[config.mk]
export PLATFORM = sky130hd
export DESIGN_NAME = clint_unit
export DESIGN_NICKNAME = d
export VERILOG_FILES = /design/src/rtl/clint_unit_pkg.sv /design/src/rtl/mtime_counter.sv /design/src/rtl/clint_unit.sv
export SDC_FILE = /design/constraint.sdc
export NUM_CORES = 1
export LEC_CHECK = 0
export ABC_AREA = 1
export BUFFER_PORTS_ARGS = -buffer_cell sky130_fd_sc_hd__buf_2
export CAP_MARGIN = 20
export CORE_UTILIZATION = 40
export CTS_CLUSTER_SIZE = 14
export DETAILED_ROUTE_END_ITERATION = 8
export PLACE_DENSITY = 0.69
export SETUP_SLACK_MARGIN = 0.2
export SKIP_LAST_GASP = 1
export SLEW_MARGIN = 10
export SYNTH_ARGS = -nofsm -noshare
export SYNTH_HDL_FRONTEND = slang
export SYNTH_SLANG_ARGS = --single-unit
[constraint.sdc]
create_clock -name clk -period 2.25 [get_ports clk]
set_clock_uncertainty 0.2 [all_clocks]
set_input_delay 0.225 -clock clk [delete_from_list [all_inputs] [get_ports clk]]
set_output_delay 0.225 -clock clk [all_outputs]
set_load 0.02 [all_outputs]
[src/rtl/clint_unit_pkg.sv]
// rtl/clint_unit_pkg.sv - CLINT offsets, mcause codes, mip bit positions and FSM types
package clint_unit_pkg;

    localparam logic [15:0] OFF_MSIP        = 16'h0000;
    localparam logic [15:0] OFF_MTIMECMP_LO = 16'h4000;
    localparam logic [15:0] OFF_MTIMECMP_HI = 16'h4004;
    localparam logic [15:0] OFF_MTIME_LO    = 16'hBFF8;
    localparam logic [15:0] OFF_MTIME_HI    = 16'hBFFC;

    localparam logic [31:0] CAUSE_MEI = 32'h8000_000B;
    localparam logic [31:0] CAUSE_MSI = 32'h8000_0003;
    localparam logic [31:0] CAUSE_MTI = 32'h8000_0007;

    localparam int MIP_MEIP = 11;
    localparam int MIP_MTIP = 7;
    localparam int MIP_MSIP = 3;

    // Last hold_cnt value before HOLD returns to IDLE (three cycles in HOLD)
    localparam logic [1:0] HOLD_LAST = 2'd2;

    typedef enum logic [1:0] {
        ST_IDLE,
        ST_REQ,
        ST_HOLD
    } clint_state_e;

    typedef enum logic [1:0] {
        SRC_NONE,
        SRC_MEI,
        SRC_MSI,
        SRC_MTI
    } irq_src_e;

    function automatic logic [31:0] src_cause(input irq_src_e src);
        logic [31:0] cause;
        cause = 32'h0;
        case (src)
            SRC_MEI: cause = CAUSE_MEI;
            SRC_MSI: cause = CAUSE_MSI;
            SRC_MTI: cause = CAUSE_MTI;
            default: cause = 32'h0;
        endcase
        return cause;
    endfunction

endpackage

[src/rtl/mtime_counter.sv]
// rtl/mtime_counter.sv - prescaled 64-bit mtime counter with half-word write ports
module mtime_counter #(
    parameter int TICK_DIV = 1
) (
    input  logic        clk,
    input  logic        rst,
    input  logic        wr_lo,
    input  logic        wr_hi,
    input  logic [31:0] wdata,
    output logic [63:0] mtime
);

    localparam int PW = (TICK_DIV > 1) ? $clog2(TICK_DIV) : 1;
    localparam logic [PW-1:0] PRESC_MAX = PW'(TICK_DIV - 1);

    logic [PW-1:0] presc;
    logic          tick;

    assign tick = (presc == PRESC_MAX);

    // Prescaler free-runs 0..TICK_DIV-1; stores to mtime do not disturb it
    always_ff @(posedge clk) begin
        if (rst) begin
            presc <= '0;
        end else if (tick) begin
            presc <= '0;
        end else begin
            presc <= presc + 1'b1;
        end
    end

    // A store to either half suppresses the increment; the other half is left as is
    always_ff @(posedge clk) begin
        if (rst) begin
            mtime <= 64'h0;
        end else if (wr_lo || wr_hi) begin
            if (wr_lo) begin
                mtime[31:0] <= wdata;
            end
            if (wr_hi) begin
                mtime[63:32] <= wdata;
            end
        end else if (tick) begin
            mtime <= mtime + 64'd1;
        end
    end

endmodule

[src/rtl/clint_unit.sv]
// rtl/clint_unit.sv - machine timer/software/external interrupt source and request FSM
module clint_unit
    import clint_unit_pkg::*;
#(
    parameter logic [31:0] BASE_ADDR = 32'h0200_0000,
    parameter int          TICK_DIV  = 1
) (
    input  logic        clk,
    input  logic        rst,
    input  logic [31:0] mem_addr,
    input  logic [31:0] mem_wdata,
    input  logic        mem_we,
    input  logic        mem_re,
    output logic [31:0] mem_rdata,
    output logic        hit,
    input  logic        ext_irq,
    input  logic        mstatus_mie,
    input  logic [2:0]  mie_in,
    input  logic        irq_ack,
    output logic        interrupt,
    output logic [31:0] irq_cause,
    output logic [31:0] mip
);

    logic        in_win;
    logic [15:0] off;
    logic        sel_msip;
    logic        sel_cmp_lo;
    logic        sel_cmp_hi;
    logic        sel_time_lo;
    logic        sel_time_hi;

    logic        msip;
    logic [63:0] mtimecmp;
    logic [63:0] mtime;

    logic        meip_q;
    logic        mtip_q;
    logic        msip_q;

    logic        pend_mei;
    logic        pend_msi;
    logic        pend_mti;
    irq_src_e    top_src;
    irq_src_e    src;
    logic        src_live;

    clint_state_e state;
    logic [1:0]   hold_cnt;

    assign in_win = (mem_addr[31:16] == BASE_ADDR[31:16]);
    assign off    = mem_addr[15:0];

    // Word decode inside the 64 KiB window
    always_comb begin
        sel_msip    = in_win && (off == OFF_MSIP);
        sel_cmp_lo  = in_win && (off == OFF_MTIMECMP_LO);
        sel_cmp_hi  = in_win && (off == OFF_MTIMECMP_HI);
        sel_time_lo = in_win && (off == OFF_MTIME_LO);
        sel_time_hi = in_win && (off == OFF_MTIME_HI);
    end

    assign hit = sel_msip | sel_cmp_lo | sel_cmp_hi | sel_time_lo | sel_time_hi;

    mtime_counter #(
        .TICK_DIV (TICK_DIV)
    ) u_mtime (
        .clk   (clk),
        .rst   (rst),
        .wr_lo (mem_we && sel_time_lo),
        .wr_hi (mem_we && sel_time_hi),
        .wdata (mem_wdata),
        .mtime (mtime)
    );

    // Load data straight from the current registers, zero when not a mapped load
    always_comb begin
        mem_rdata = 32'h0;
        if (mem_re) begin
            if (sel_msip)    mem_rdata = {31'h0, msip};
            if (sel_cmp_lo)  mem_rdata = mtimecmp[31:0];
            if (sel_cmp_hi)  mem_rdata = mtimecmp[63:32];
            if (sel_time_lo) mem_rdata = mtime[31:0];
            if (sel_time_hi) mem_rdata = mtime[63:32];
        end
    end

    // Store-written msip and mtimecmp registers
    always_ff @(posedge clk) begin
        if (rst) begin
            msip     <= 1'b0;
            mtimecmp <= 64'hFFFF_FFFF_FFFF_FFFF;
        end else if (mem_we) begin
            if (sel_msip)   msip            <= mem_wdata[0];
            if (sel_cmp_lo) mtimecmp[31:0]  <= mem_wdata;
            if (sel_cmp_hi) mtimecmp[63:32] <= mem_wdata;
        end
    end

    // Pending bits sampled every cycle; the FSM only sees these registered copies
    always_ff @(posedge clk) begin
        if (rst) begin
            meip_q <= 1'b0;
            mtip_q <= 1'b0;
            msip_q <= 1'b0;
        end else begin
            meip_q <= ext_irq;
            mtip_q <= (mtime >= mtimecmp);
            msip_q <= msip;
        end
    end

    always_comb begin
        mip           = 32'h0;
        mip[MIP_MEIP] = meip_q;
        mip[MIP_MTIP] = mtip_q;
        mip[MIP_MSIP] = msip_q;
    end

    // Enabled sources, fixed priority MEI > MSI > MTI, and liveness of the latched one
    always_comb begin
        pend_mei = meip_q & mie_in[2];
        pend_mti = mtip_q & mie_in[1];
        pend_msi = msip_q & mie_in[0];
        if (pend_mei)      top_src = SRC_MEI;
        else if (pend_msi) top_src = SRC_MSI;
        else if (pend_mti) top_src = SRC_MTI;
        else               top_src = SRC_NONE;
        case (src)
            SRC_MEI: src_live = pend_mei;
            SRC_MSI: src_live = pend_msi;
            SRC_MTI: src_live = pend_mti;
            default: src_live = 1'b0;
        endcase
    end

    // Request FSM: raise, hold until ack or withdrawal, then a short HOLD while MIE is cleared
    always_ff @(posedge clk) begin
        if (rst) begin
            state     <= ST_IDLE;
            interrupt <= 1'b0;
            irq_cause <= 32'h0;
            src       <= SRC_NONE;
            hold_cnt  <= 2'd0;
        end else begin
            case (state)
                ST_IDLE: begin
                    if (mstatus_mie && (top_src != SRC_NONE)) begin
                        state     <= ST_REQ;
                        interrupt <= 1'b1;
                        src       <= top_src;
                        irq_cause <= src_cause(top_src);
                    end
                end
                ST_REQ: begin
                    if (irq_ack) begin
                        state     <= ST_HOLD;
                        interrupt <= 1'b0;
                        hold_cnt  <= 2'd0;
                    end else if (!mstatus_mie || !src_live) begin
                        state     <= ST_IDLE;
                        interrupt <= 1'b0;
                    end
                end
                ST_HOLD: begin
                    if (!mstatus_mie || (hold_cnt == HOLD_LAST)) begin
                        state <= ST_IDLE;
                    end else begin
                        hold_cnt <= hold_cnt + 2'd1;
                    end
                end
                default: begin
                    state     <= ST_IDLE;
                    interrupt <= 1'b0;
                end
            endcase
        end
    end

endmodule

Word-level counts from Yosys, hierarchy flattened --
Cells that the tools add are included.
Storage, ports and cells: bits in registers 172, latch bits 0, bits in writable memories 0, ROM bits 0, input bits 74, output and inout bits 98, word-level logic and storage cells 103, memories 0
Operators by class: $add $sub $neg 3, $mul 0, divide/modulo/power cells 0, order comparisons 1, equal/unequal tests 22, shift operators 0, mux-type cells 27, bitwise logic cells 9, reduce and logical (&&, ||, !) cells 27
Operators with widths (number):
- 2-to-1 mux 32 bit | 7
- 2-to-1 mux 64 bit | 2
- one-hot mux 32 bit (3 select lines) | 1
- adder 64 x 1 -> 64 bit, second input constant | 1
- >= comparator 64 bit | 1
- == test 16 x 15 -> 1 bit, second input constant | 2
- == test 16 bit, second input constant | 2
- 2-to-1 mux 2 bit | 9
- == test 16 x 10 -> 1 bit, second input constant | 1
- zero test 16 bit | 1
- == test 2 bit, second input constant | 6
- AND reduction 2 bit | 6
- inequality test 2 bit, second input constant | 5
- AND reduction 3 bit | 3
- logical AND 1 bit | 8
- == test 2 x 1 -> 1 bit, second input constant | 3
- one-hot mux 1 bit (3 select lines) | 2
- one-hot mux 2 bit (3 select lines) | 1
- 2-to-1 mux 1 bit | 4
- inequality test 2 x 1 -> 1 bit, second input constant | 2
- bitwise OR 1 bit | 4
- one-hot mux 2 bit (2 select lines) | 1
- nonzero test 2 bit | 2
- AND 1 bit | 3
- 8 further kinds | 12

Longest topological paths before layout --
Gate-level depths: netlist of the first run.
depth after elaboration 8, gate-level depth with buffers 17, depth with buffers taken out 17

Cells and area by module --
A second synthesis of the first run with hierarchy kept.
Unflattened totals: cells, all modules 1787, area, all modules 11228.3 µm²
Modules (own cells, without submodules):
- clint_unit | times used 1, cells an instance 938, area an instance 6446.2 µm², sequential area each 1561.5 µm²
- mtime_counter | times used 1, cells an instance 849, area an instance 4782.1 µm², sequential area each 1301.2 µm²

Worst setup path before layout of the first run --
No wires, ideal clock.
kind input port to output port, start point input port mem_addr[2], end point output port mem_rdata[10], arrival time 1636 ps, data required time 1825 ps, setup slack 189 ps, cell stages on the path 10, path buffers 2, cell sequence buf_4 > nand2_1 > nor2_1 > nand3b_1 > nor3_4 > buf_6 > nand2_1 > o21ai_0 > nand2_1 > a21oi_1
Between the ends: longest elaborated chain between the ends 7, elaborated cells between the ends (all ways) 13, those cells by class 4 x eq/ne; 5 x mux; 4 x reduce/logical
RTL lines:
- start: declaration | line clint_unit.sv:10 | input logic [31:0] mem_addr,
- == test 16 x 15 -> 1 bit | line clint_unit.sv:57 | sel_cmp_lo = in_win && (off == OFF_MTIMECMP_LO);
- logical AND 1 bit | line clint_unit.sv:57
- 2-to-1 mux 32 bit | line clint_unit.sv:81 | if (sel_cmp_lo) mem_rdata = mtimecmp[31:0];
- 2-to-1 mux 32 bit | line clint_unit.sv:82 | if (sel_cmp_hi) mem_rdata = mtimecmp[63:32];
- 2-to-1 mux 32 bit | line clint_unit.sv:83 | if (sel_time_lo) mem_rdata = mtime[31:0];
- 2-to-1 mux 32 bit (*) | line clint_unit.sv:84 | if (sel_time_hi) mem_rdata = mtime[63:32];
- 2-to-1 mux 32 bit (*) | line clint_unit.sv:79 | if (mem_re) begin
- end: declaration | line clint_unit.sv:14 | output logic [31:0] mem_rdata,
Every way passes the cells marked *; elsewhere a longest branch is shown, timed or not.

Worst setup path after layout of the first run --
start point input port mem_addr[11], end point register mtimecmp[10]
Between the ends: longest elaborated chain between the ends 3
RTL lines:
- == test 16 x 15 -> 1 bit | line clint_unit.sv:57
- logical AND 1 bit | line clint_unit.sv:57
- AND reduction 2 bit (no source line)
- end signal: assignment | line clint_unit.sv:95 | if (sel_cmp_lo) mtimecmp[31:0] <= mem_wdata;
- end: declaration | line clint_unit.sv:34 | logic [63:0] mtimecmp;
Every way passes these cells. A chain may end at the register's enable or synchronous reset.

==> results of run 1 <==
==> layout make-up <==
| type | instances | area [um^2] |
|---|---|---|
| fillers | 2611 | 11800 |
| multi-input cells | 1449 | 8500 |
| repair buffers | 387 | 3490 |
| flip-flops and latches | 143 | 2940 |
| inverters | 261 | 996 |
| well taps | 384 | 480 |
| clock buffers | 18 | 439 |
| clock inverters | 13 | 178 |
| diodes | 2 | 5.00 |
==> layout by cell type (no fill, tap or decap), types with 13 or more instances in the layout <==
master / instances
sky130_fd_sc_hd__xor2_1: 17
sky130_fd_sc_hd__nor2_4: 34
sky130_fd_sc_hd__inv_1: 231
sky130_fd_sc_hd__nor2_2: 43
sky130_fd_sc_hd__nand3_2: 13
sky130_fd_sc_hd__inv_2: 23
sky130_fd_sc_hd__dfxtp_1: 95
sky130_fd_sc_hd__nand2_4: 32
sky130_fd_sc_hd__nand2_1: 435
sky130_fd_sc_hd__nand4_1: 42
sky130_fd_sc_hd__dlygate4sd3_1: 35
sky130_fd_sc_hd__nor3_2: 16
sky130_fd_sc_hd__a21oi_2: 41
sky130_fd_sc_hd__ha_1: 58
sky130_fd_sc_hd__o21ai_1: 24
sky130_fd_sc_hd__o21ai_0: 134
sky130_fd_sc_hd__buf_2: 61
sky130_fd_sc_hd__buf_6: 55
sky130_fd_sc_hd__clkbuf_16: 23
sky130_fd_sc_hd__nand2_2: 60
sky130_fd_sc_hd__conb_1: 57
sky130_fd_sc_hd__a21oi_1: 58
sky130_fd_sc_hd__buf_12: 13
sky130_fd_sc_hd__o21ai_2: 17
sky130_fd_sc_hd__o211ai_1: 62
sky130_fd_sc_hd__dfxtp_2: 41
sky130_fd_sc_hd__nor2_1: 164
sky130_fd_sc_hd__buf_4: 205
sky130_fd_sc_hd__nand3_1: 77
==> path summary, 6_finish.rpt <==
path,start,end,slack (ps)
worst min register to register,interrupt,interrupt,260
worst max register to register,mtimecmp[49],mtip_q,170
worst min-delay path,mie_in[1],irq_cause[2],20
worst max-delay path,mem_addr[11],mtimecmp[10],-130
==> through the flow <==
stage	area (um^2)	hold WS, ps
finish	17000	22.4
global route	17000	21.8
CTS	15400	4.29
detailed placement	13600	234
global placement	13600	226
floorplan	12000	132
==> sequential cells by signal, summed over array words and instances, names as in the netlist, 2 cells and up <==
register and flops:
irq_cause 3, u_mtime.mtime 64, src 2, state 2
mtimecmp 64, hold_cnt 2
==> power by group <==
part | switching [W] | internal (W) | leakage [nW]
clock | 0.00131 | 0.00180 | 0.296
combinational | 0.000726 | 0.000446 | 7.14
sequential | 0.000102 | 0.00261 | 1.18
==> what timing repair did <==
| item | 4_1_cts | 5_1_grt |
|---|---|---|
| pin swaps | 26 | 125 |
| hold endpoints to repair | 96 | 0 |
| resized for setup | 145 | 370 |
| cloned | 8 | 8 |
| setup buffers | 27 | 27 |
| hold buffers | 35 | 0 |
| setup endpoints to repair | 71 | 115 |
==> cells in the mapped netlist (all sizes together) <==
master   instances
o211ai          64
or2              3
a21oi          100
a21o             1
dfxtp          143
a211oi           3
o21a             3
nor2           241
nand3b           2
o2111ai          1
xnor2            6
xor2            17
nand4           43
o21ai          175
clkbuf          39
o21bai           3
a31oi            1
nand2          527
and3b            1
clkinv           1
conb             1
buf             92
ha              66
nor4             2
and2             1
nand3           95
inv            260
nor3            36
and3             1
==> logic make-up (layout without fill, tap and decap cells) <==
family,after synthesis,in the layout
DFF,143,143
other,1,59
xor gates and xnor gates,23,23
AOI/OAI and AO/OA,351,351
adders and majority gates,66,66
and+or+nand+nor,952,952
buffers and inverters,392,679
==> worst reg2reg max path: stages (launching register included) <==
cell and delay [ps]:
sky130_fd_sc_hd__dfxtp_1 370, sky130_fd_sc_hd__inv_1 60, sky130_fd_sc_hd__ha_1 330, sky130_fd_sc_hd__a21oi_1 240
sky130_fd_sc_hd__o21ai_0 150, sky130_fd_sc_hd__nand2_1 80, sky130_fd_sc_hd__nand2_1 70, sky130_fd_sc_hd__nand2_1 110
sky130_fd_sc_hd__nand3_4 110, sky130_fd_sc_hd__nor2_2 90, sky130_fd_sc_hd__nand3_1 70, sky130_fd_sc_hd__nand2_1 60
sky130_fd_sc_hd__inv_1 40
==> routing by layer <==
layer	routed length, um	part of all wire	up-vias	GRT usage
met5	0	0	-	0
met4	2910	0.055	0	0.124
met3	5620	0.11	216	0.0564
met2	23000	0.44	928	0.491
met1	21200	0.40	6823	0.424
li1	-	-	6792	-
==> impl_results.md, run 1 <==
- Status: finished, violations left
- Violated checks: setup timing
- Total global routing track utilization: 0.313
- Buf+Inv Stages, Crit Path: 11
- Crit path top cell by count: sky130_fd_sc_hd__buf_6
- Initial core utilization: 0.408
- Clock buffer depth: 2
- CP Capture Type: flip-flop
- First-pass DRT Iterations: 7
- Share of the synthesized area in compound gates (AO/OA/AOI/OAI): 0.167
- Worst-case reg-to-reg path depth: 12
- Average via count per standard cell: 5.55
- CTS tree: done
- Combined area of all synthesized cells: roughly 12000 um^2
- Final weighted congestion in routability-driven placement: slightly below 1
- Height of the die: about 170 um
- Critical Path Fanout Max: 8
- Setup violations, final: 55
- Cell family with most CP delay: buffers and inverters
- Die ar.: 30000 um^2
- Category of the most critical setup path: input port to flip-flop
- Simple-gate share of the synthesized area: 0.346
- Top post-synthesis cells by area: sky130_fd_sc_hd__dfxtp_1 (24%), sky130_fd_sc_hd__nand2_1 (17%), sky130_fd_sc_hd__inv_1 (7.9%)
- Pin count of the biggest net entering global routing: 87
- Number of sinks handled by clock tree synthesis: ~140
- Worst-path clk slew: 60 ps
- Ratio of cells with drive above 1 in the final layout: 0.328
- Worst hold path type: input port to flip-flop
- Wirelength per Cell: a little under 20 um
- Count of nets left with antenna violations after detail routing: 0
- Number of cells produced by synthesis: around 1900
- Total placed cells including tap cells: between 2000 and 3000
- H-tree depth reported by CTS: 4
- Count of cells along the worst hold path: 5
- Synth unique cells: between 40 and 50
- Core ar.: around 29000 um^2
- Proportion of synthesized area in mux cells: 0
- CTS buffer count: 17
- Total via count in the routed design: 14759
- Number of antenna violations at the first check in global routing: 2
- Worst-case setup slack after placement: -44.5 ps
- Power consumption: 0.00699 W
- Clock latency on the worst-skew pair: approximately 440 ps
- Post-synthesis register bit count: ~140
- CP cell instances: buf_6 -> nor2_4 -> nand2_2 -> buf_6 -> buf_6 -> buf_6 -> buf_6 -> buf_6 -> buf_6 -> buf_6 -> buf_6 -> nor4_4 -> nand4_4 -> buf_12 -> clkbuf_16 -> nand2_2 -> o211ai_1
- Final instance count without filler cells: between 2000 and 3000
- Arr. time, crit path: around 2500 ps
- Maximum frequency from static timing analysis: approximately 420 MHz
- Horizontal extent of the die: between 150 and 200 um
- Worst Path Required: 2350 ps
- Port Buffer Count: 115
- Power per cell area: a little over 400 nW/um^2
- Sequential fraction of the synthesis area: 0.244
- Core occupancy in the finished layout: 0.592
- Mean instance size in the synthesized netlist: slightly above 6 um^2
- Slew at the pin with the worst max-slew slack: between 700 and 800 ps
- Peak supply drop: around 540 uV
- Number of DRC violations after detailed-routing iteration 0: between 1500 and 2000
- CP max-delay cell: sky130_fd_sc_hd__nor4_4
- Row Count: 62
- Final-layout setup total negative slack: -3410 ps
- Clock period minus final worst setup slack: between 2000 and 2500 ps
- Congestion Overflow GR: 0
- Kind of launch point of the worst setup path: input port
- Adder and majority cell fraction of the synthesized area: 0.0704
- Critical Path Max Stage Delay: around 300 ps
- Number of maximum-capacitance constraint violations: 0
- Final layout net count: around 2400
- Estimated wirelength of the detail-placed design: ~34000 um
- Global-route wire length before repair: 72500 um
- Worst slew margin relative to its limit: 0.468
- Area growth syn-to-layout: 45.2%
- Count of pins over their slew limit: 0
- Combinational family with the most area after synthesis: simple AND/OR/NAND/NOR gates
- Cell type with the largest total area after synthesis: sky130_fd_sc_hd__dfxtp_1
- Library cell used as clock root buffer: sky130_fd_sc_hd__clkbuf_16
- Ys Warns: 0
- Final routed DRC violation total: 0
- Xor and xnor fraction of the mapped netlist area: 0.0172
- Post-layout worst setup margin: -131 ps
- Number of global-route vias before repair: roughly 13000
- Area fraction of the dominant cell type after synthesis: 0.244
- IO Count: between 150 and 200
- Fraction of the cycle the final worst path needs: 1.06
- Total wire length: ~53000 um
- Number of hold violations in the final report: 0
- Leakage power: between 8 and 9 nW
- Depth of the critical timing path with buffers and inverters included: 17
- Setup repair after global routing missed its margin: yes
No activity file was read; power rests on OpenSTA's default activity.
==> run 2: changes to the inputs <==
PLACE_DENSITY = 0.7   (was 0.69)
==> impl_results.md, run 2 (synthesis gave the netlist of run 1 again) <==
- Number of global-route vias before repair: 13178 (was 12993)
- Area growth syn-to-layout: 43.8% (was 45.2%)
- Worst-case setup slack after placement: -19.6 ps (was -44.5 ps)
- Beginning of the worst hold path: mem_we (was mie_in[1])
- Clock latency on the worst-skew pair: 450 ps (was 440 ps)
- Wirelength per Cell: 19.7 um (was 19.9 um)
- Category of the most critical setup path: input port to flip-flop (unchanged)
- Final-layout setup total negative slack: -1400 ps (was -3410 ps)
- Kind of launch point of the worst setup path: input port (unchanged)
- Core ar.: 28800 um^2 (unchanged)
- Fraction of the cycle the final worst path needs: 1.07 (was 1.06)
- Die ar.: 30000 um^2 (unchanged)
- Total global routing track utilization: 0.313 (about the same)
- Arr. time, crit path: 2530 ps (was 2480 ps)
- Worst hold path type: input port to flip-flop (unchanged)
- Initial core utilization: 0.408 (unchanged)
- CP Capture Type: flip-flop (unchanged)
- Total wire length: 51800 um (was 52700 um)
- Internal power: 0.00459 W (was 0.00486 W)
- Setup violations, final: 24 (was 55)
- Library cell used as clock root buffer: sky130_fd_sc_hd__clkbuf_16 (unchanged)
- Worst slew margin relative to its limit: 0.474 (was 0.468)
- Total via count in the routed design: 14554 (was 14759)
- Maximum frequency from static timing analysis: 414 MHz (was 420 MHz)
- Area of all placed cells without fillers: 16900 um^2 (was 17000 um^2)
- H-tree depth reported by CTS: 4 (unchanged)
- Final routed DRC violation total: 0 (unchanged)
- Core occupancy in the finished layout: 0.586 (was 0.592)
- Leakage power: 8.43 nW (was 8.61 nW)
- Count of nets left with antenna violations after detail routing: 0 (unchanged)
- Total placed cells including tap cells: 2511 (was 2519)
- Combinational share of power: 0.175 (was 0.168)
- Net switching fraction of the power: 0.334 (was 0.305)
- Top flop regs: mtimecmp x64, u_mtime.mtime x64, irq_cause x3 (unchanged)
- Horizontal extent of the die: 173 um (unchanged)
- Worst Path Required: 2370 ps (was 2350 ps)
- Final instance count without filler cells: 2634 (was 2657)
- Pin count of the biggest net entering global routing: 76 (was 87)
- Average via count per standard cell: 5.53 (was 5.55)
- Post-layout worst setup margin: -165 ps (was -131 ps)
- Estimated wirelength of the detail-placed design: 34800 um (was 34400 um)
- Launch point of the critical path: mem_addr[18] (was mem_addr[11])
- Row Count: 62 (unchanged)
- Violated checks: setup timing (unchanged)
- Ratio of cells with drive above 1 in the final layout: 0.313 (was 0.328)
- CTS tree: done (unchanged)
- Highest-count cells in the layout ignoring fill and taps: sky130_fd_sc_hd__nand2_1 (465), sky130_fd_sc_hd__inv_1 (236), sky130_fd_sc_hd__buf_4 (180) (was sky130_fd_sc_hd__nand2_1 (435), sky130_fd_sc_hd__inv_1 (231), sky130_fd_sc_hd__buf_4 (205))
- Sw power: 0.00230 W (was 0.00214 W)
- Count of pins over their slew limit: 0 (unchanged)
- Clock share of power: 0.427 (was 0.444)
- First-pass DRT Iterations: 6 (was 7)
- Power per cell area: 409 nW/um^2 (was 411 nW/um^2)
- Setup repair after global routing missed its margin: yes (unchanged)
- Worst-path clk slew: 80 ps (was 60 ps)
- Final weighted congestion in routability-driven placement: 0.997 (was 0.993)
- Placed Area: 13600 um^2 (about the same)
- Height of the die: 173 um (unchanged)
- Slew at the pin with the worst max-slew slack: 788 ps (was 796 ps)
- Part of the power in registers: 0.397 (was 0.388)
- Final layout net count: 2376 (was 2399)
- Number of maximum-capacitance constraint violations: 0 (unchanged)
- Critical Path Fanout Max: 5 (was 8)
- Most common library cell in the layout ignoring fill and taps: sky130_fd_sc_hd__nand2_1 (unchanged)
- IO Count: 172 (unchanged)
- Global-route wire length before repair: 73000 um (was 72500 um)
- Congestion Overflow GR: 0 (unchanged)
- Clock buffer depth: 2 (unchanged)
- Port Buffer Count: 115 (unchanged)
- Number of hold violations in the final report: 0 (unchanged)
- Number of sinks handled by clock tree synthesis: 143 (unchanged)
- Peak supply drop: 525 uV (was 541 uV)
- Number of DRC violations after detailed-routing iteration 0: 1437 (was 1630)
- Number of antenna violations at the first check in global routing: 2 (unchanged)
- Reg-to-reg critical path startpoint: u_mtime.mtime[6] (was mtimecmp[49])
- Clock period minus final worst setup slack: 2410 ps (was 2380 ps)
- Status: finished, violations left (unchanged)
- CTS buffer count: 17 (unchanged)
[run 2: cell types whose count changed in the layout (fill, tap and decap cells not counted), moves of 6 or more]
cell	delta
sky130_fd_sc_hd__o21ai_4	+10
sky130_fd_sc_hd__nand2_2	-15
sky130_fd_sc_hd__a21oi_1	-8
sky130_fd_sc_hd__buf_2	+14
sky130_fd_sc_hd__buf_4	-25
sky130_fd_sc_hd__nor2_1	+8
sky130_fd_sc_hd__nor2_2	-6
sky130_fd_sc_hd__dfxtp_4	+10
sky130_fd_sc_hd__nand2_1	+30
sky130_fd_sc_hd__o21ai_0	-6
sky130_fd_sc_hd__buf_6	-16
sky130_fd_sc_hd__nand2_4	-17
sky130_fd_sc_hd__dfxtp_2	-8
[run 2: cell type report]
cell class	count	area, um^2
clock inverter	14	145
sequential	143	2970
tap	384	480
clock buffer	18	439
timing repair buffer	364	3280
multi-input combinational	1449	8550
antenna	1	2.50
fill	2549	11900
inverter	261	996
[run 2: worst max-delay path, stage by stage]
cell and delay, ps:
sky130_fd_sc_hd__buf_2 120, sky130_fd_sc_hd__nor2_2 90, sky130_fd_sc_hd__nand2_1 60, sky130_fd_sc_hd__nor2_1 140, sky130_fd_sc_hd__nand2_2 100, sky130_fd_sc_hd__buf_6 120, sky130_fd_sc_hd__buf_6 100, sky130_fd_sc_hd__buf_6 100
sky130_fd_sc_hd__buf_6 100, sky130_fd_sc_hd__buf_6 100, sky130_fd_sc_hd__buf_6 100, sky130_fd_sc_hd__buf_6 110, sky130_fd_sc_hd__nor2_4 100, sky130_fd_sc_hd__nand3_4 120, sky130_fd_sc_hd__nand2_8 130, sky130_fd_sc_hd__buf_12 140
sky130_fd_sc_hd__buf_16 150, sky130_fd_sc_hd__o21ai_2 60, sky130_fd_sc_hd__a21oi_1 340
[run 2: metal layers]
layer	wire length [um]	global-route usage	vias up
met5	0	0	-
met4	2490	0.105	0
met3	4850	0.0507	193
met2	23600	0.504	880
met1	20900	0.423	6732
li1	-	-	6749
[run 2: final timing paths]
path / end / slack (ps) / cells after the start
setup / recovery: u_mtime.mtime[53] / -160 / 19
setup reg to reg: u_mtime.mtime[53] / 0 / 10
hold / removal: msip / 20 / 3
hold reg to reg: interrupt / 260 / 2
[run 2: timing repair]
item | in CTS | in global routing
pin swaps | 21 | 94
endpoints found under the hold margin | 100 | 0
hold buffers | 36 | 0
gates resized for setup | 116 | 366
endpoints found under the setup margin | 76 | 88
gates cloned | 7 | 7
buffers inserted | 18 | 22
[run 2: per-stage QoR]
stage                     hold slack, ps  total power, W
final                               16.6         0.00689
after global routing                29.3         0.00710
after CTS                           5.77         0.00667
after detailed placement             236         0.00369
after global placement               226         0.00367
after floorplan                      132         0.00335
[run 2: power by group through the flow]
stage / sequential [W] / clock, W / combinational (W)
after detailed placement: 0.00277 / 0 / 0.000916
after global placement: 0.00277 / 0 / 0.000899
after global routing: 0.00274 / 0.00306 / 0.00130
after CTS: 0.00272 / 0.00292 / 0.00103
final: 0.00274 / 0.00294 / 0.00121
after floorplan: 0.00276 / 0 / 0.000597
==> run 3: changes to the inputs <==
ABC_AREA = 0   (was 1)
PLACE_DENSITY = 0.71   (was 0.7)
==> impl_results.md, run 3 <==
- Status: finished, violations left (unchanged)
- Violated checks: setup timing (unchanged)
- Wirelength per Cell: 20.3 um (was 19.7 um)
- FILL cells: 1883 (was 2549)
- Most common library cell in the layout ignoring fill and taps: sky130_fd_sc_hd__buf_4 (was sky130_fd_sc_hd__nand2_1)
- Worst-case reg-to-reg path depth: 9 (was 10)
- Combined area of all synthesized cells: 10300 um^2 (was 11700 um^2)
- Leakage power: 7.88 nW (was 8.43 nW)
- Library cell used as clock root buffer: sky130_fd_sc_hd__clkbuf_16 (unchanged)
- Most used DFF post-synth: sky130_fd_sc_hd__dfxtp_1 (unchanged)
- Pin count of the biggest net entering global routing: 35 (was 76)
- CTS tree: done (unchanged)
- Die ar.: 26400 um^2 (was 30000 um^2)
- Setup repair after global routing missed its margin: yes (unchanged)
- First-pass DRT Iterations: 8 (was 6)
- Share of flip-flops with an asynchronous set or reset after synthesis: 0 (unchanged)
- Area of all placed cells without fillers: 16700 um^2 (was 16900 um^2)
- Estimated wirelength of the detail-placed design: 28900 um (was 34800 um)
- Worst hold path type: input port to flip-flop (unchanged)
- Power per cell area: 359 nW/um^2 (was 409 nW/um^2)
- Total wire length: 43500 um (was 51800 um)
- Clock buffer depth: 2 (unchanged)
- Cell type with the largest total area after synthesis: sky130_fd_sc_hd__dfxtp_1 (unchanged)
- Final layout net count: 1945 (was 2376)
- Beginning of the worst hold path: mstatus_mie (was mem_we)
- Top post-synthesis cells by area: sky130_fd_sc_hd__dfxtp_1 (28%), sky130_fd_sc_hd__ha_1 (8.0%), sky130_fd_sc_hd__nor2_1 (5.1%) (was sky130_fd_sc_hd__dfxtp_1 (24%), sky130_fd_sc_hd__nand2_1 (17%), sky130_fd_sc_hd__inv_1 (7.9%))
- Top flop regs: mtimecmp x64, u_mtime.mtime x64, irq_cause x3 (unchanged)
- Highest-count cells in the layout ignoring fill and taps: sky130_fd_sc_hd__buf_4 (313), sky130_fd_sc_hd__nand2_1 (128), sky130_fd_sc_hd__nor2_1 (107) (was sky130_fd_sc_hd__nand2_1 (465), sky130_fd_sc_hd__inv_1 (236), sky130_fd_sc_hd__buf_4 (180))
- Final instance count without filler cells: 2147 (was 2634)
- Top-count cell post-synth: sky130_fd_sc_hd__dfxtp_1 (was sky130_fd_sc_hd__nand2_1)
- H-tree depth reported by CTS: 4 (unchanged)
- IO Count: 172 (unchanged)
- Final weighted congestion in routability-driven placement: 0.962 (was 0.997)
- Critical Path Fanout Max: 8 (was 5)
- Placed Area: 13900 um^2 (was 13600 um^2)
- Worst Path Required: 1820 ps (was 2370 ps)
- Number of sinks handled by clock tree synthesis: 143 (unchanged)
- Total via count in the routed design: 12706 (was 14554)
- CTS buffer count: 17 (unchanged)
- Port Buffer Count: 115 (unchanged)
- Sequential fraction of the synthesis area: 0.278 (was 0.244)
- Worst slew margin relative to its limit: 0.515 (was 0.474)
- Congestion Overflow GR: 0 (unchanged)
- Number of hold violations in the final report: 0 (unchanged)
- Power consumption: 0.00598 W (was 0.00689 W)
- Core occupancy in the finished layout: 0.662 (was 0.586)
- Post-synth EDFFs: 0 (unchanged)
- Height of the die: 162 um (was 173 um)
- Horizontal extent of the die: 162 um (was 173 um)
- Final routed DRC violation total: 0 (unchanged)
- Number of cells produced by synthesis: 1343 (was 1928)
- Crit path top cell by count: sky130_fd_sc_hd__buf_6 (unchanged)
- Count of cells along the worst hold path: 5 (was 3)
- Ratio of cells with drive above 1 in the final layout: 0.437 (was 0.313)
- Area fraction of the dominant cell type after synthesis: 0.278 (was 0.244)
- Initial core utilization: 0.409 (was 0.408)
- Antenna diodes: 0 (was 1)
- Clock latency on the worst-skew pair: 450 ps (about the same)
- Worst-path clk slew: 60 ps (was 80 ps)
- Category of the most critical setup path: input port to output port (was input port to flip-flop)
- Ys Warns: 0 (unchanged)
- Synth unique cells: 74 (was 47)
- Post-layout worst setup margin: -294 ps (was -165 ps)
- Maximum frequency from static timing analysis: 393 MHz (was 414 MHz)
- CP cell instances: buf_6 -> or4_4 -> buf_6 -> nor3_4 -> and3_4 -> buf_12 -> buf_12 -> a221oi_2 -> nor2_2 -> buf_6 (was buf_2 -> nor2_2 -> nand2_1 -> nor2_1 -> nand2_2 -> buf_6 -> buf_6 -> buf_6 -> buf_6 -> buf_6 -> buf_6 -> buf_6 -> nor2_4 -> nand3_4 -> nand2_8 -> buf_12 -> buf_16 -> o21ai_2 -> a21oi_1)
- Average via count per standard cell: 5.92 (was 5.53)
- Number of maximum-capacitance constraint violations: 0 (unchanged)
- Most common library cells after synthesis: sky130_fd_sc_hd__dfxtp_1 (143), sky130_fd_sc_hd__nor2_1 (140), sky130_fd_sc_hd__nand2_1 (133) (was sky130_fd_sc_hd__nand2_1 (516), sky130_fd_sc_hd__inv_1 (248), sky130_fd_sc_hd__nor2_1 (225))
- Setup violations, final: 77 (was 24)
- Critical Path Max Stage Delay: 560 ps (was 340 ps)
- Count of pins over their slew limit: 0 (unchanged)
- Number of global-route vias before repair: 11880 (was 13178)
- Total placed cells including tap cells: 2009 (was 2511)
- Mean instance size in the synthesized netlist: 7.66 um^2 (was 6.08 um^2)
- Clock period minus final worst setup slack: 2540 ps (was 2410 ps)
- CP max-delay cell: sky130_fd_sc_hd__or4_4 (was sky130_fd_sc_hd__a21oi_1)
- Reg-to-reg setup timing slack: -240 ps (was 0 ps)
- CP Capture Type: output port (was flip-flop)
- Global-route wire length before repair: 63400 um (was 73000 um)
- Arr. time, crit path: 2120 ps (was 2530 ps)
- Row Count: 58 (was 62)
- Total global routing track utilization: 0.307 (was 0.313)
- Worst-case hold path end point: state[0] (was msip)
- Post-synthesis register bit count: 143 (unchanged)
- Slew at the pin with the worst max-slew slack: 726 ps (was 788 ps)
- Core ar.: 25200 um^2 (was 28800 um^2)
- Peak supply drop: 555 uV (was 525 uV)
- Area growth syn-to-layout: 62.0% (was 43.8%)
- Number of DRC violations after detailed-routing iteration 0: 1502 (was 1437)
- Number of antenna violations at the first check in global routing: 0 (was 2)
- Worst hold slack after final layout: 28.3 ps (was 16.6 ps)
- Worst reg2reg endpoint: mtip_q (was u_mtime.mtime[53])
- Reg-to-reg critical path startpoint: mtimecmp[5] (was u_mtime.mtime[6])
- Fraction of the cycle the final worst path needs: 1.13 (was 1.07)
- Count of nets left with antenna violations after detail routing: 0 (unchanged)
- Kind of launch point of the worst setup path: input port (unchanged)
[run 3: changes by cell type in the layout (fill, tap and decap cells not counted), moves of 41 or more]
cell,delta
sky130_fd_sc_hd__nand2_2,-41
sky130_fd_sc_hd__inv_1,-158
sky130_fd_sc_hd__nand2_1,-337
sky130_fd_sc_hd__buf_4,+133
sky130_fd_sc_hd__nand3_1,-55
sky130_fd_sc_hd__nor2_1,-65
sky130_fd_sc_hd__o21ai_0,-99
[run 3: how the worst max path moves through the flow]
stage | start | endpoint | slack (ps) | depth (start not counted)
2_1_floorplan | mem_addr[28] | mem_rdata[21] | -70 | 8
3_3_place_gp | mem_addr[8] | mem_rdata[7] | -420 | 10
3_5_place_dp | mem_addr[6] | mem_rdata[7] | -390 | 10
5_1_grt | mem_addr[1] | mem_rdata[17] | -340 | 10
4_1_cts | mem_addr[27] | mem_rdata[26] | -230 | 11
6_report | mem_addr[1] | mem_rdata[17] | -290 | 10
[run 3: power by group]
group,internal (W),switching [W],total (W)
combinational,0.000216,0.000390,0.000605
sequential,0.00253,0.0000132,0.00254
clock,0.00163,0.00121,0.00284
total,0.00437,0.00161,0.00598
[run 3: kinds of logic after synthesis]
group           Yosys count  share of synthesized area
buf+inv                 222                      0.107
mux                      39                     0.0382
simple gates            521                      0.272
flops                   143                      0.278
compound gates          351                      0.224
fa+ha+maj                66                     0.0802
other cells               1                   0.000364
[run 3: area by class of cell]
class / count / area, um^2 / area share
multi-input combinational: 1034 / 7800 / 0.468
timing repair buffer: 524 / 4630 / 0.277
sequential: 143 / 2940 / 0.177
clock buffer: 21 / 482 / 0.0289
tap: 330 / 413 / 0.0248
inverter: 85 / 319 / 0.0191
clock inverter: 10 / 85.1 / 0.00510
[run 3: stage by stage]
stage               TNS, ps  worst slack (ps)
floorplan             -1190             -69.7
global placement     -23910              -423
detailed placement   -27540              -390
CTS                   -8100              -233
global route         -16220              -337
finish               -11490              -294
[run 3: worst max-delay path: cells and delay by family]
family                 cells  cell delay [ps]
AND/OR/NAND/NOR            4             1150
buffers and inverters      5              650
AO/OA/AOI/OAI              1               70
[run 3: repair_timing]
item                       4_1_cts  5_1_grt
hold buffers                    37        0
cloned                           3        6
buffers inserted                26       35
hold endpoints to repair       100        0
pin swaps                       79       54
resized for setup              155      121
setup endpoints to repair       86       98
[run 3: metal layers]
metal / track usage / vias to the layer above / wire, um
met3: 0.0621 / 177 / 3980
met5: 0 / - / 0
met1: 0.390 / 6032 / 17300
met4: 0.135 / 0 / 1910
li1: - / 5745 / -
met2: 0.501 / 752 / 20400
